$ cat src/rtl/crossbar_allocator_pkg.sv
// rtl/crossbar_allocator_pkg.sv - shared width helper and field-slicing macro for the crossbar blocks
`ifndef CROSSBAR_ALLOCATOR_PKG_SV
`define CROSSBAR_ALLOCATOR_PKG_SV

// Part-select for field idx of width w inside a flat concatenated bus.
`define CA_FIELD(idx, w) ((idx)*(w)) +: (w)

package crossbar_allocator_pkg;

  // Smallest port count that still needs a one-bit index.
  localparam int CA_MIN_PORTS = 2;

  // Select/dest field width; a degenerate N still gets one bit so buses never collapse.
  function automatic int sw_of(input int n);
    return (n < CA_MIN_PORTS) ? 1 : $clog2(n);
  endfunction

endpackage

`endif

$ cat src/rtl/crossbar_allocator_rr_arbiter.sv
// rtl/crossbar_allocator_rr_arbiter.sv - per-output round-robin arbiter with grant lock
module crossbar_allocator_rr_arbiter
  import crossbar_allocator_pkg::*;
#(
  parameter int N  = 3,
  parameter int SW = sw_of(N)
) (
  input  logic [N-1:0]  req,
  input  logic [SW-1:0] ptr,
  input  logic          lock,
  input  logic [SW-1:0] lock_idx,
  output logic [SW-1:0] grant,
  output logic          valid
);

  logic found;

  assign valid = |req;

  // Cyclic scan from ptr; a held lock overrides so a stalled output keeps its source.
  always_comb begin
    grant = '0;
    found = 1'b0;
    for (int k = 0; k < N; k++) begin
      int idx;
      idx = (int'(ptr) + k) % N;
      if (!found && req[idx]) begin
        grant = SW'(idx);
        found = 1'b1;
      end
    end
    if (lock) begin
      grant = lock_idx;
    end
    if (!valid) begin
      grant = '0;
    end
  end

endmodule

$ cat src/rtl/crossbar_allocator.sv
// rtl/crossbar_allocator.sv - input holding slots, per-output arbitration and crossbar control
module crossbar_allocator
  import crossbar_allocator_pkg::*;
#(
  parameter  int N     = 3,
  parameter  int WIDTH = 8,
  localparam int SW    = sw_of(N)
) (
  input  logic                 clk,
  input  logic                 rst,
  input  logic [N-1:0]         in_valid,
  output logic [N-1:0]         in_ready,
  input  logic [N*SW-1:0]      in_dest,
  input  logic [N*WIDTH-1:0]   in_data,
  output logic [N*WIDTH-1:0]   xbar_data,
  output logic [N*SW-1:0]      xbar_select,
  output logic [N-1:0]         out_valid,
  input  logic [N-1:0]         out_ready,
  output logic [N-1:0]         drop_err
);

  logic [N-1:0]          hold_valid_q, hold_valid_d;
  logic [N-1:0][SW-1:0]  hold_dest_q, hold_dest_d;
  logic [N*WIDTH-1:0]    hold_data_q, hold_data_d;
  logic [N-1:0][SW-1:0]  rr_q, rr_d;
  logic [N-1:0]          lock_q, lock_d;
  logic [N-1:0][SW-1:0]  lock_idx_q, lock_idx_d;
  logic [N-1:0]          drop_err_q, drop_err_d;

  logic [N-1:0][N-1:0]   req;
  logic [N-1:0][SW-1:0]  grant;
  logic [N-1:0]          any_valid;
  logic [N-1:0]          fire;
  logic [N-1:0]          depart;
  logic [N-1:0]          accept;
  logic [N-1:0]          dest_ok;

  // Per-output request vectors from the held destinations.
  always_comb begin
    req = '0;
    for (int o = 0; o < N; o++) begin
      for (int i = 0; i < N; i++) begin
        req[o][i] = hold_valid_q[i] && (hold_dest_q[i] == SW'(o));
      end
    end
  end

  genvar g;
  generate
    for (g = 0; g < N; g++) begin : g_arb
      crossbar_allocator_rr_arbiter #(
        .N  (N),
        .SW (SW)
      ) u_arb (
        .req      (req[g]),
        .ptr      (rr_q[g]),
        .lock     (lock_q[g]),
        .lock_idx (lock_idx_q[g]),
        .grant    (grant[g]),
        .valid    (any_valid[g])
      );
    end
  endgenerate

  assign out_valid = any_valid;
  assign fire      = any_valid & out_ready;
  assign xbar_data = hold_data_q;
  assign drop_err  = drop_err_q;

  // Flatten grants onto the select bus (arbiter already forces 0 when idle).
  always_comb begin
    xbar_select = '0;
    for (int o = 0; o < N; o++) begin
      xbar_select[`CA_FIELD(o, SW)] = grant[o];
    end
  end

  // A slot departs when the output it targets fires with it as the grant.
  always_comb begin
    depart = '0;
    for (int i = 0; i < N; i++) begin
      for (int o = 0; o < N; o++) begin
        if (fire[o] && (grant[o] == SW'(i))) begin
          depart[i] = 1'b1;
        end
      end
    end
  end

  assign in_ready = ~hold_valid_q | depart;
  assign accept   = in_valid & in_ready;

  // Out-of-range destinations are rejected at the door rather than stored.
  always_comb begin
    dest_ok = '0;
    for (int i = 0; i < N; i++) begin
      dest_ok[i] = ({1'b0, in_dest[`CA_FIELD(i, SW)]} < (SW+1)'(N));
    end
  end

  // Slot refill/drain, round-robin advance and stall lock bookkeeping.
  always_comb begin
    hold_valid_d = hold_valid_q;
    hold_dest_d  = hold_dest_q;
    hold_data_d  = hold_data_q;
    rr_d         = rr_q;
    lock_d       = lock_q;
    lock_idx_d   = lock_idx_q;
    drop_err_d   = '0;
    for (int i = 0; i < N; i++) begin
      if (accept[i] && dest_ok[i]) begin
        hold_valid_d[i] = 1'b1;
        hold_dest_d[i]  = in_dest[`CA_FIELD(i, SW)];
        hold_data_d[`CA_FIELD(i, WIDTH)] = in_data[`CA_FIELD(i, WIDTH)];
      end else if (depart[i]) begin
        hold_valid_d[i] = 1'b0;
      end
      drop_err_d[i] = accept[i] && !dest_ok[i];
    end
    for (int o = 0; o < N; o++) begin
      if (fire[o]) begin
        rr_d[o]   = (int'(grant[o]) == N - 1) ? '0 : grant[o] + SW'(1);
        lock_d[o] = 1'b0;
      end else if (any_valid[o]) begin
        lock_d[o]     = 1'b1;
        lock_idx_d[o] = grant[o];
      end
    end
  end

  // State registers; reset discards any held words.
  always_ff @(posedge clk or posedge rst) begin
    if (rst) begin
      hold_valid_q <= '0;
      hold_dest_q  <= '0;
      hold_data_q  <= '0;
      rr_q         <= '0;
      lock_q       <= '0;
      lock_idx_q   <= '0;
      drop_err_q   <= '0;
    end else begin
      hold_valid_q <= hold_valid_d;
      hold_dest_q  <= hold_dest_d;
      hold_data_q  <= hold_data_d;
      rr_q         <= rr_d;
      lock_q       <= lock_d;
      lock_idx_q   <= lock_idx_d;
      drop_err_q   <= drop_err_d;
    end
  end

endmodule

$ cat config.mk
export PLATFORM = sky130hd
export DESIGN_NAME = crossbar_allocator
export DESIGN_NICKNAME = d
export VERILOG_FILES = /design/src/rtl/crossbar_allocator_pkg.sv /design/src/rtl/crossbar_allocator_rr_arbiter.sv /design/src/rtl/crossbar_allocator.sv
export SDC_FILE = /design/constraint.sdc
export NUM_CORES = 1
export LEC_CHECK = 0
export BUFFER_PORTS_ARGS = -buffer_cell sky130_fd_sc_hd__buf_2
export CORE_UTILIZATION = 27
export DETAILED_ROUTE_END_ITERATION = 12
export GPL_TIMING_DRIVEN = 0
export SLEW_MARGIN = 25
export SYNTH_ARGS = -nofsm -noshare
export SYNTH_HDL_FRONTEND = slang
export SYNTH_SLANG_ARGS = --single-unit
$ cat constraint.sdc
create_clock -name clk -period 3.73 [get_ports clk]
set_clock_uncertainty 0.1 [all_clocks]
set_input_delay 0.5595 -clock clk [delete_from_list [all_inputs] [get_ports clk]]
set_output_delay 0.5595 -clock clk [all_outputs]
set_load 0.02 [all_outputs]
# [After elaboration in Yosys (flattened, before gate mapping)]
# Index checks and enable logic that the tools add are counted.
[word_totals] input_bits=38 reg_bits=51 wordCells=200
[op_classes] addsub=9 n_mux=72 n_lt_le_gt_ge=12 bitwise_logic=7 n_reduce_logical=57 n_eq_ne=15 n_div=9
[op_table] cell="less-than comparator 32 x 4 -> 1 bit, second input constant" count=9
[op_table] cell="remainder unit 32 x 3 -> 32 bit, second input constant" count=6
[op_table] cell="remainder unit 3 x 3 -> 32 bit, second input constant" count=3
[op_table] cell="2-to-1 mux 1 bit" count=45
[op_table] cell="2-to-1 mux 2 bit" count=18
[op_table] cell="logical AND 1 bit" count=30
[op_table] cell="binary-select mux 1 bit (select 2 bit)" count=9
[op_table] cell="equality test 2 bit, second input constant" count=9
[op_table] cell="equality test 2 x 1 -> 1 bit, second input constant" count=6
[op_table] cell="zero test 2 bit" count=6
[op_table] cell="nonzero test 2 bit" count=6
[op_table] cell="adder 2 x 1 -> 3 bit, second input constant" count=3
[op_table] cell="adder 2 x 2 -> 3 bit, second input constant" count=3
[op_table] cell="zero test 1 bit" count=9
[op_table] cell="OR reduction 3 bit" count=3
[op_table] cell="adder 2 x 1 -> 2 bit, second input constant" count=3
[op_table] cell="AND 3 bit" count=2
[op_table] cell="less-than comparator 2 bit, second input constant" count=3
[op_table] cell="AND reduction 2 bit" count=3
[op_table] cell="inverter 1 bit" count=3
[op_table] cell="inverter 3 bit" count=1
[op_table] cell="OR 3 bit" count=1

# [Longest topological paths before layout]
# Gate-level depths: netlist of the first run.
[depth] depth_word=23 ltp_mapped=10

# [By module]
# From an unflattened synthesis of the first run, not the netlist that was laid out.
[unflattened] hier_cells=213 area_unflattened_um2=2542.4
[modules_own_cells] module="crossbar_allocator" seq_area_each_um2=1276.2 area_per_inst_um2=2107.0 cells_each=150 n_inst=1
[modules_own_cells] module="crossbar_allocator_rr_arbiter" seq_area_each_um2=0.0 area_per_inst_um2=145.1 cells_each=21 n_inst=3

# [Worst setup path after synthesis of the first run]
# No wires, ideal clock.
[synth_path] kind="register to output" startpoint="register rr_q[0] (netlist bit)" endpoint="output in_ready[1]" setup_slack_ns=0.923 path_stages_with_launch=8 n_path_buf=0 arrival_ns=2.147 required_ns=3.070 cell_sequence="dfrtp_1 > inv_1 > ha_1 > and3_2 > or4_4 > a2bb2oi_2 > o32a_2 > nand2_1"
[synth_via] elab_chain_len=19
[synth_rtl] item="from (decl)" line_no="crossbar_allocator.sv:25" rtl="logic [N-1:0][SW-1:0] rr_q, rr_d;"
[synth_rtl] item="from (signal assigned)" line_no="crossbar_allocator.sv:145" rtl="rr_q <= rr_d;"
[synth_rtl] item="branches (longest 10 deep; another with remainder unit 32 x 3 -> 32 bit)"
[synth_rtl] item="2-to-1 mux 2 bit *" line_no="crossbar_allocator_rr_arbiter.sv:27" rtl="if (!found && req[idx]) begin"
[synth_rtl] item="2-to-1 mux 2 bit *" line_no="crossbar_allocator_rr_arbiter.sv:32" rtl="if (lock) begin"
[synth_rtl] item="2-to-1 mux 2 bit *" line_no="crossbar_allocator_rr_arbiter.sv:35" rtl="if (!valid) begin"
[synth_rtl] item="equality test 2 x 1 -> 1 bit *" line_no="crossbar_allocator.sv:83" rtl="if (fire[o] && (grant[o] == SW'(i))) begin"
[synth_rtl] item="logical AND 1 bit *" line_no="crossbar_allocator.sv:83"
[synth_rtl] item="2-to-1 mux 1 bit * (3 in series)" line_no="crossbar_allocator.sv:83"
[synth_rtl] item="OR 3 bit *" line_no="crossbar_allocator.sv:90" rtl="assign in_ready = ~hold_valid_q | depart;"
[synth_rtl] item="to (decl)" line_no="crossbar_allocator.sv:12" rtl="output logic [N-1:0] in_ready,"
# Every way passes the cells marked *. The select of a mux whose other input is x is not followed.

# [Worst setup path in the final report of the first run]
# Same ends and word-level chain as after synthesis.

==> results.py, run 1 <==
metrics = {
    "run_status": {
        "status": "finished, final reports clean",
    },
    "drt": {
        "drtAntennaViolNets": 0,
        "first_pass_iters": 4,
        "viasPerCell": 4.80,
        "first_iter_violations": 70,
        "vias": 2243,
        "wl_mm": 6.29,
        "drc": 0,
        "routedWlPerCell_um": 13.5,
    },
    "power_and_ir_drop": {
        "peakVddDrop_v": 0.000352,
        "power.leakage_nw": 1.63,
        "switching_share_pct": 45.5,
        "comb_power_share_pct": 57.5,
        "pwr-share-seq_pct": 30.2,
        "power.share.clock_pct": 12.3,
        "power_switching_mw": 1.54,
        "power_density_mw_per_mm2": 992,
        "intPower_mw": 1.85,
    },
    "clock_network": {
        "htree_levels": 2,
        "cts.hold.buffers_added": 0,
        "clk_latency_ns": 0.31,
        "cts_buffers": 5,
        "cts_tree": "yes",
        "cts_root_buf": "clkbuf_8",
        "post_cts_buffers": 0,
        "cts_sinks": 51,
        "cts.clk_slew.worst_paths_ns": 0.10,
        "cts_max_path_buffers": 2,
        "ctsResizeCount": 0,
    },
    "global_routing": {
        "grt_max_degree": 52,
        "grt_pass1_vias": 2226,
        "grt-ovfl-total": 0,
        "grt.total_usage_pct": 12.5,
        "grt_pass1_wl_mm": 10.4,
        "antenna_found_initial": 0,
    },
    "sta": {
        "finalSetupViolations": 0,
        "timing.hold.ws_ns": 0.233,
        "finalCritPeriodShare_pct": 90.6,
        "setup_tns_ns": 0,
        "period_needed_ns": 3.38,
        "grt_setup_unrepaired": "no",
        "hold_viol": 0,
        "fmax_mhz": 296,
        "fin_ws_ns": 0.349,
        "final_max_slew_viol_count": 0,
        "slew_headroom_pct": 58.1,
        "worst_slew_pin_slew_ns": 0.624,
    },
    "yosys": {
        "synthDistinctLibCells": 65,
        "synth-edff-count": 0,
        "ys_seq_area_share_pct": 46.4,
        "dominantRegCellSynth": "dfrtp_1",
        "synthArstFlopShare_pct": 100,
        "avgSynthCellArea_um2": 11.0,
        "synth-seq-cells": 51,
        "syn_nets": 294,
        "ys.warnings.count": 0,
        "netlist_area_mm2": 0.00275,
        "synthCells": 250,
    },
    "place": {
        "preCtsSetupSlack_ns": 0.699,
        "dp_hpwl_mm": 4.76,
        "place_congestion": 0.828,
        "placed_cells": 459,
        "port-buffer-count": 76,
        "placed_area_mm2": 0.00330,
    },
    "layout": {
        "instances_no_fill": 467,
        "antenna_cells": 0,
        "area_growth_pct": 24.4,
        "fillers": 1021,
        "drive_above_1_share_pct": 34.7,
        "regArea_mm2": 0.00128,
        "nets": 377,
        "final_cell_mix": "77 x buf_2, 51 x dfrtp_1, 18 x nand2_1",
        "multiInputGateArea_mm2": 0.00138,
        "fin_area_mm2": 0.00342,
        "final_common_cell": "buf_2",
    },
    "die": {
        "io_pins": 77,
        "die_y_um": 103,
        "die_w_um": 103,
        "core_area_mm2": 0.00982,
        "start_util_pct": 28.0,
        "die-area_mm2": 0.0106,
        "num_rows": 36,
    },
    "setup_path": {
        "cp_slowest_cell": "or4_4",
        "crit_type": "flop to output port",
        "cp_max_fo": 5,
        "critPathMaxStageDelay_ns": 0.54,
        "path_cells": "inv_1 -> ha_1 -> and3_2 -> or4_4 -> a2bb2oi_2 -> o32a_2 -> nand2_1 -> buf_2",
        "cp-end-kind": "output port",
        "cp_data_arrival_time_ns": 2.72,
        "crit_required_ns": 3.07,
        "cp-start-kind": "flop",
    },
    "job": {
        "max_cap_viol_count": 0,
    },
    "hold_path": {
        "hp-class": "primary input to asynchronous set/reset pin",
    },
}
==> worst max-delay path: cells and delay by family, from the launching register on <==
kind                     cells  cell delay, ns
flip-flops                   1            0.38
adder cells (fa/ha/maj)      1            0.32
AND/OR/NAND/NOR              3            0.89
AO/OA/AOI/OAI                2            0.57
buffers and inverters        2            0.23
==> worst paths after layout <==
kind	from	end	slack (ns)	cells after the start
min	rst	xbar_data[4]$_DFFE_PP0P_	0.23	2
max in group asynchronous	rst	rr_q[5]$_DFFE_PP0P_	2.88	2
min reg2reg	xbar_data[3]$_DFFE_PP0P_	xbar_data[3]$_DFFE_PP0P_	0.39	1
min in group clk	in_data[22]	xbar_data[22]$_DFFE_PP0P_	0.35	2
max reg2reg	hold_dest_q[0]$_DFFE_PP0P_	xbar_data[23]$_DFFE_PP0P_	0.87	7
max	rr_q[0]$_DFFE_PP0P_	in_ready[1]	0.35	8
==> power by group through the flow <==
stage               registers [mW]  clock network [mW]  logic [mW]
floorplan                     1.16                   0        1.28
global placement              1.03                   0        1.93
detailed placement            1.04                   0        1.96
CTS                           1.03               0.436        1.96
global route                  1.07               0.454        2.14
finish                        1.03               0.417        1.95
==> stage by stage <==
stage	utilization, %	total power [mW]
floorplan	-	2.44
global placement	33.6	2.95
detailed placement	33.6	2.99
CTS	34.8	3.43
global route	34.8	3.66
finish	34.8	3.39
==> logic make-up after synthesis <==
group	synth area share, %
AO/OA/AOI/OAI	18.8
adder cells (fa/ha/maj)	2.73
buffers and inverters	3.50
flip-flops	46.4
multiplexers	11.3
AND/OR/NAND/NOR	17.2
==> final cells by class <==
class	count	area share [%]
multi-input combinational	177	40.3
sequential	51	37.3
timing repair buffer	76	11.1
tap	133	4.86
clock buffer	6	2.41
inverter	18	2.08
clock inverter	2	1.13
buffer	4	0.805
==> synthesized netlist by cell type, types with 5 or more instances <==
cell type | instances | area [um2]
ha_1 | 6 | 75.1
nand2b_1 | 5 | 31.3
dfrtp_1 | 51 | 1280
nor2_1 | 15 | 56.3
mux2_1 | 16 | 180
nand2_1 | 18 | 67.6
o21ai_0 | 10 | 50.1
mux2_4 | 8 | 120
nor3_1 | 7 | 35.0
inv_1 | 17 | 63.8
a21oi_1 | 8 | 40.0
==> flip-flops by register name, summed over array words and instances (netlist names) <==
name          cells
drop_err          3
hold_dest_q       6
hold_valid_q      3
lock_idx_q        6
lock_q            3
rr_q              6
xbar_data        24
==> routing by layer <==
metal | global-route usage (%) | wire length, um
met5 | 0 | 0
met4 | 3.36 | 82
met3 | 3.66 | 367
met2 | 21.0 | 3090
met1 | 15.7 | 2760
No activity file was read; power rests on OpenSTA's default activity.
==> inputs of run 2 (changes only) <==
--- a/config.mk
+++ b/config.mk
@@ -12,4 +12,5 @@
 export SLEW_MARGIN = 25
 export SYNTH_ARGS = -nofsm -noshare
 export SYNTH_HDL_FRONTEND = slang
+export SYNTH_HIERARCHICAL = 1
 export SYNTH_SLANG_ARGS = --single-unit
==> constraint.sdc (replaced) <==
create_clock -name clk -period 3 [get_ports clk]
set_clock_uncertainty 0.1 [all_clocks]
set_input_delay 0.45 -clock clk [delete_from_list [all_inputs] [get_ports clk]]
set_output_delay 0.45 -clock clk [all_outputs]
set_load 0.02 [all_outputs]
==> results.py, run 2 <==
metrics = {
    "run_status": {
        "status": "finished with violations",
        "violations": "negative setup slack",
    },
    "power_and_ir_drop": {
        "intPower_mw": 2.43,
        "pwr-share-seq_pct": 29.5,
        "power.share.clock_pct": 9.6,
        "power.leakage_nw": 1.68,
        "switching_share_pct": 42.4,
        "peakVddDrop_v": 0.000419,
        "power_density_mw_per_mm2": 1190,
        "power_switching_mw": 1.79,
        "comb_power_share_pct": 60.9,
    },
    "setup_path": {
        "timing.rr.end": "xbar_data[13]$_DFFE_PP0P_",
        "cp_max_fo": 5,
        "crit_required_ns": 2.45,
        "r2r_setup_slack_ns": 0.08,
        "crit_type": "flop to output port",
        "cp-end-kind": "output port",
        "cp-start-kind": "flop",
        "cp_data_arrival_time_ns": 2.51,
        "ff2ff_path_depth": 10,
        "r2r-start": "rr_q[1]$_DFFE_PP0P_",
    },
    "place": {
        "placed_area_mm2": 0.00307,
        "preCtsSetupSlack_ns": -0.0241,
        "port-buffer-count": 76,
        "place_congestion": 0.806,
        "dp_hpwl_mm": 4.11,
    },
    "yosys": {
        "synthArstFlopShare_pct": 100,
        "avgSynthCellArea_um2": 11.9,
        "synth_top_cell_area_share_pct": 50.2,
        "synthDistinctLibCells": 35,
        "ys_seq_area_share_pct": 50.2,
        "dominantRegCellSynth": "dfrtp_1",
        "synth_top_area_cell": "dfrtp_1",
        "synth-edff-count": 0,
        "ys.warnings.count": 6,
        "synth-seq-cells": 51,
        "netlist_area_mm2": 0.00254,
        "yosysMostFrequentCell": "dfrtp_1",
        "synthTopCellsByArea": "dfrtp_1 50%, mux2_2 13%, ha_1 3.0%, inv_1 2.8%, o21ai_2 2.1%",
        "synthCells": 213,
        "syn_nets": 257,
        "synth_common_cells": "51 x dfrtp_1, 29 x mux2_2, 19 x inv_1",
    },
    "die": {
        "die-area_mm2": 0.00981,
        "io_pins": 77,
        "num_rows": 35,
        "start_util_pct": 27.6,
        "die_y_um": 99.0,
        "die_w_um": 99.0,
        "core_area_mm2": 0.00920,
    },
    "clock_network": {
        "cts_sinks": 51,
        "cts_buffers": 5,
        "cts_root_buf": "clkbuf_8",
        "htree_levels": 2,
        "cts_max_path_buffers": 2,
        "clk_latency_ns": 0.30,
        "cts_tree": "yes",
        "cts.clk_slew.worst_paths_ns": 0.10,
    },
    "global_routing": {
        "grt_pass1_wl_mm": 9.47,
        "grt-ovfl-total": 0,
        "grt_max_degree": 52,
        "grt_pass1_vias": 2046,
        "antenna_found_initial": 0,
        "grt.total_usage_pct": 12.1,
    },
    "drt": {
        "wl_mm": 5.99,
        "first_iter_violations": 38,
        "drtAntennaViolNets": 0,
        "viasPerCell": 4.76,
        "drc": 0,
        "vias": 2081,
        "first_pass_iters": 4,
        "routedWlPerCell_um": 13.7,
    },
    "layout": {
        "fin_area_mm2": 0.00355,
        "area_growth_pct": 39.7,
        "antenna_cells": 0,
        "drive_above_1_share_pct": 59.5,
        "largest_reg_flops": 24,
        "multiInputGateArea_mm2": 0.00136,
        "fin_util_pct": 38.6,
        "fillers": 918,
        "nets": 369,
        "final_common_cell": "buf_2",
        "regArea_mm2": 0.00128,
        "final_cell_mix": "73 x buf_2, 48 x dfrtp_1, 29 x mux2_2, 29 x buf_4, 15 x inv_1",
    },
    "sta": {
        "fmax_mhz": 327,
        "timing.hold.ws_ns": 0.124,
        "final_max_slew_viol_count": 0,
        "slew_headroom_pct": 57.2,
        "period_needed_ns": 3.06,
        "finalSetupViolations": 2,
        "finalCritPeriodShare_pct": 102,
        "grt_setup_unrepaired": "yes",
        "hold_viol": 0,
        "fin_ws_ns": -0.0592,
        "worst_slew_pin_slew_ns": 0.642,
    },
    "job": {
        "max_cap_viol_count": 0,
    },
    "hold_path": {
        "hp-class": "primary input to asynchronous set/reset pin",
    },
}
-- run 2: cell count changes after synthesis, moves of 5 or more --
cell and change:
nor3_1 -5, mux2_4 -8, mux2_2 +28, nor2_1 -6, mux2_1 -15, nand2_1 -6
o21ai_2 +6
-- run 2: cells by family (layout without fill, tap and decap cells) --
logic type      after synthesis  after routing  synth area share [%]
buf+inv                      19            132                  2.81
compound gates               41             41                  12.2
fa+ha+maj                     6              6                  2.95
mux                          33             33                  14.5
simple gates                 63             63                  17.4
flops                        51             51                  50.2
-- run 2: how the worst max path moves through the flow --
| stage | from | to | slack, ns | depth (start not counted) |
|---|---|---|---|---|
| final | rr_q[0]$_DFFE_PP0P_ | in_ready[0] | -0.06 | 8 |
| after global placement | hold_dest_q[1]$_DFFE_PP0P_ | xbar_data[3]$_DFFE_PP0P_ | 0.02 | 8 |
| after detailed placement | hold_dest_q[1]$_DFFE_PP0P_ | xbar_data[3]$_DFFE_PP0P_ | -0.02 | 8 |
| after floorplan | rr_q[4]$_DFFE_PP0P_ | xbar_data[0]$_DFFE_PP0P_ | 0.04 | 9 |
| after CTS | rr_q[3]$_DFFE_PP0P_ | in_ready[0] | -0.10 | 8 |
| after global routing | rr_q[0]$_DFFE_PP0P_ | in_ready[0] | -0.15 | 8 |
-- run 2: worst max-delay path: stages (launching register included) --
cell,delay [ns]
dfrtp_1,0.39
inv_1,0.09
ha_4,0.16
mux2i_1,0.25
a41oi_2,0.15
a21oi_2,0.23
and4bb_4,0.24
or4_4,0.53
buf_6,0.15
-- run 2: timing repair --
item	4_1_cts	5_1_grt
setup buffers	16	14
hold buffers	0	0
gates resized for setup	19	23
pin swaps	15	22
setup endpoints to repair	18	19
-- run 2: layout make-up --
type	instances	area share [%]
Tap cell	111	3.91
Clock buffer	5	1.94
Multi-Input combinational cell	143	38.1
Sequential cell	51	36.0
Timing Repair Buffer	105	17.4
Inverter	19	2.08
Clock inverter	3	0.528
-- run 2: layer usage --
layer / vias up / routed length (um) / track usage, %
met5: - / 0 / 0
met4: 0 / 70 / 3.10
met3: 7 / 217 / 2.48
met2: 41 / 3220 / 22.3
met1: 1035 / 2470 / 14.3
li1: 998 / - / -
-- run 2: power by group through the flow --
stage	sequential (mW)	combinational (mW)	clock (mW)
global placement	1.20	1.94	0
floorplan	1.40	1.25	0
detailed placement	1.21	1.98	0
finish	1.25	2.57	0.407
global route	1.29	2.77	0.453
CTS	1.22	2.27	0.426
-- run 2: through the flow --
stage | std cells | total power, mW | setup TNS, ns
after floorplan | 213 | 2.65 | 0
after global placement | 400 | 3.14 | 0
after detailed placement | 400 | 3.19 | -0.143
after CTS | 424 | 3.92 | -0.217
after global routing | 437 | 4.51 | -0.390
final | 437 | 4.23 | -0.113
==> inputs of run 3 (changes only) <==
--- a/config.mk
+++ b/config.mk
@@ -9,6 +9,8 @@
 export CORE_UTILIZATION = 27
 export DETAILED_ROUTE_END_ITERATION = 12
 export GPL_TIMING_DRIVEN = 0
+export PLACE_DENSITY = 0.5
+export REMOVE_ABC_BUFFERS = 1
 export SLEW_MARGIN = 25
 export SYNTH_ARGS = -nofsm -noshare
 export SYNTH_HDL_FRONTEND = slang
==> results.py, run 3 (same netlist as run 2, synthesis figures left out) <==
metrics = {
    "power_and_ir_drop": {
        "comb_power_share_pct": 60.1,
        "power.leakage_nw": 1.69,
        "intPower_mw": 2.44,
        "power_switching_mw": 1.77,
        "peakVddDrop_v": 0.000450,
        "pwr-share-seq_pct": 29.7,
        "switching_share_pct": 42.0,
        "power.share.clock_pct": 10.2,
        "power_density_mw_per_mm2": 1180,
    },
    "sta": {
        "finalSetupViolations": 1,
        "period_needed_ns": 3.03,
        "setup_tns_ns": -0.0295,
        "fin_ws_ns": -0.0295,
        "hold_viol": 0,
        "fmax_mhz": 330,
        "slew_headroom_pct": 67.4,
        "grt_setup_unrepaired": "yes",
        "finalCritPeriodShare_pct": 101,
        "worst_slew_pin_slew_ns": 0.484,
        "final_max_slew_viol_count": 0,
    },
    "global_routing": {
        "grt_pass1_wl_mm": 9.49,
        "grt.total_usage_pct": 12.3,
        "grt_max_degree": 52,
        "grt-ovfl-total": 0,
        "antenna_found_initial": 0,
        "grt_pass1_vias": 1954,
    },
    "place": {
        "dp_hpwl_mm": 4.05,
        "place_congestion": 0.772,
        "port-buffer-count": 76,
        "placed_area_mm2": 0.00309,
    },
    "setup_path": {
        "cp-start-kind": "flop",
        "cp-end-kind": "output port",
        "cp_max_fo": 4,
        "critPathMaxStageDelay_ns": 0.53,
        "crit_required_ns": 2.45,
        "path_cells": "inv_2 -> ha_4 -> mux2i_2 -> a41oi_2 -> a21oi_2 -> and4bb_4 -> or4_4 -> buf_6",
        "crit_family": "simple AND/OR/NAND/NOR gates",
        "cp_slowest_cell": "or4_4",
        "crit_type": "flop to output port",
        "cp_data_arrival_time_ns": 2.48,
        "crit_buf_inv": 2,
    },
    "run_status": {
        "status": "finished with violations",
        "violations": "negative setup slack",
    },
    "drt": {
        "wl_mm": 5.85,
        "viasPerCell": 4.68,
        "routedWlPerCell_um": 13.4,
        "first_iter_violations": 65,
        "drc": 0,
        "vias": 2040,
        "first_pass_iters": 4,
        "drtAntennaViolNets": 0,
    },
    "layout": {
        "largest_reg_flops": 24,
        "fin_area_mm2": 0.00358,
        "drive_above_1_share_pct": 59.7,
        "nets": 368,
        "final_cell_mix": "73 x buf_2, 48 x dfrtp_1, 29 x mux2_2",
        "antenna_cells": 0,
        "fillers": 911,
        "final_common_cell": "buf_2",
        "area_growth_pct": 40.7,
    },
    "die": {
        "die-area_mm2": 0.00981,
        "io_pins": 77,
        "die_w_um": 99.0,
        "core_area_mm2": 0.00920,
        "start_util_pct": 27.6,
        "num_rows": 35,
        "die_y_um": 99.0,
    },
    "clock_network": {
        "clk_latency_ns": 0.31,
        "cts_sinks": 51,
        "cts_buffers": 5,
        "cts_tree": "yes",
        "htree_levels": 2,
        "cts.hold.buffers_added": 0,
        "cts.clk_slew.worst_paths_ns": 0.10,
        "cts_root_buf": "clkbuf_8",
        "cts_max_path_buffers": 2,
    },
    "hold_path": {
        "hp-class": "primary input to asynchronous set/reset pin",
    },
    "job": {
        "max_cap_viol_count": 0,
    },
}
run 3: changes by cell type in the layout (fill, tap and decap cells not counted), moves of 2 or more:
cell	delta
inv_1	-2
buf_4	-2
inv_2	+2
clkinv_2	-2
run 3: layer usage:
layer	vias to the layer above	track usage (%)	wire length, um
met2	40	20.7	2950
met5	-	0	0
met4	0	4.13	57
li1	998	-	-
met3	6	2.48	206
met1	996	15.6	2630
run 3: per-stage QoR:
stage | cells | power (mW) | hold slack [ns] | util, % | worst slack (ns)
final | 436 | 4.21 | 0.0762 | 38.9 | -0.0295
after global routing | 436 | 4.51 | 0.0982 | 38.9 | -0.138
after CTS | 428 | 4.00 | 0.0765 | 37.4 | -0.0443
after detailed placement | 401 | 3.18 | 0.378 | 33.6 | -0.141
after global placement | 400 | 3.14 | 0.376 | 33.3 | -0.131
after floorplan | 213 | 2.64 | 0.376 | - | -0.0937
run 3: path summary, 6_finish.rpt:
check	start	endpoint	depth (start not counted)	slack [ns]
max	rr_q[0]$_DFFE_PP0P_	in_ready[0]	8	-0.03
min	rst	lock_idx_q[2]$_DFFE_PP0P_	3	0.08
max reg2reg	rr_q[0]$_DFFE_PP0P_	xbar_data[2]$_DFFE_PP0P_	10	0.13
min reg2reg	xbar_data[5]$_DFFE_PP0P_	xbar_data[5]$_DFFE_PP0P_	1	0.40
max in group asynchronous	rst	hold_dest_q[0]$_DFFE_PP0P_	3	2.49
min in group clk	in_data[5]	xbar_data[5]$_DFFE_PP0P_	2	0.25
run 3: power by group through the flow:
| stage | Clock, mW | Sequential (mW) | Combinational (mW) |
|---|---|---|---|
| after floorplan | 0 | 1.40 | 1.24 |
| after global placement | 0 | 1.20 | 1.94 |
| after detailed placement | 0 | 1.21 | 1.97 |
| after CTS | 0.459 | 1.22 | 2.32 |
| after global routing | 0.486 | 1.29 | 2.73 |
| final | 0.431 | 1.25 | 2.53 |
run 3: final cells by class:
type | instances | area, um2 | share of cell area [%]
Timing Repair Buffer | 104 | 629 | 17.6
Inverter | 19 | 73.8 | 2.06
Clock inverter | 1 | 8.76 | 0.245
Multi-Input combinational cell | 143 | 1360 | 38.0
Tap cell | 111 | 139 | 3.88
Sequential cell | 51 | 1280 | 35.8
Clock buffer | 7 | 86.3 | 2.41
run 3: what timing repair did:
action                     in CTS  in global routing
pin swaps                      17                 17
setup endpoints to repair      27                 27
resized for setup              22                 23
setup buffers                  19                  8
hold endpoints to repair        0                  0
gates cloned                    0                  0
run 3: worst reg2reg max path, stage by stage, from the launching register on:
cell and delay (ns):
dfrtp_1 0.40, inv_2 0.07, ha_4 0.15, mux2i_2 0.24
a41oi_2 0.15, a21oi_2 0.22, and4bb_4 0.28, or4_4 0.53
buf_4 0.16, nand3_4 0.13, mux2_2 0.35
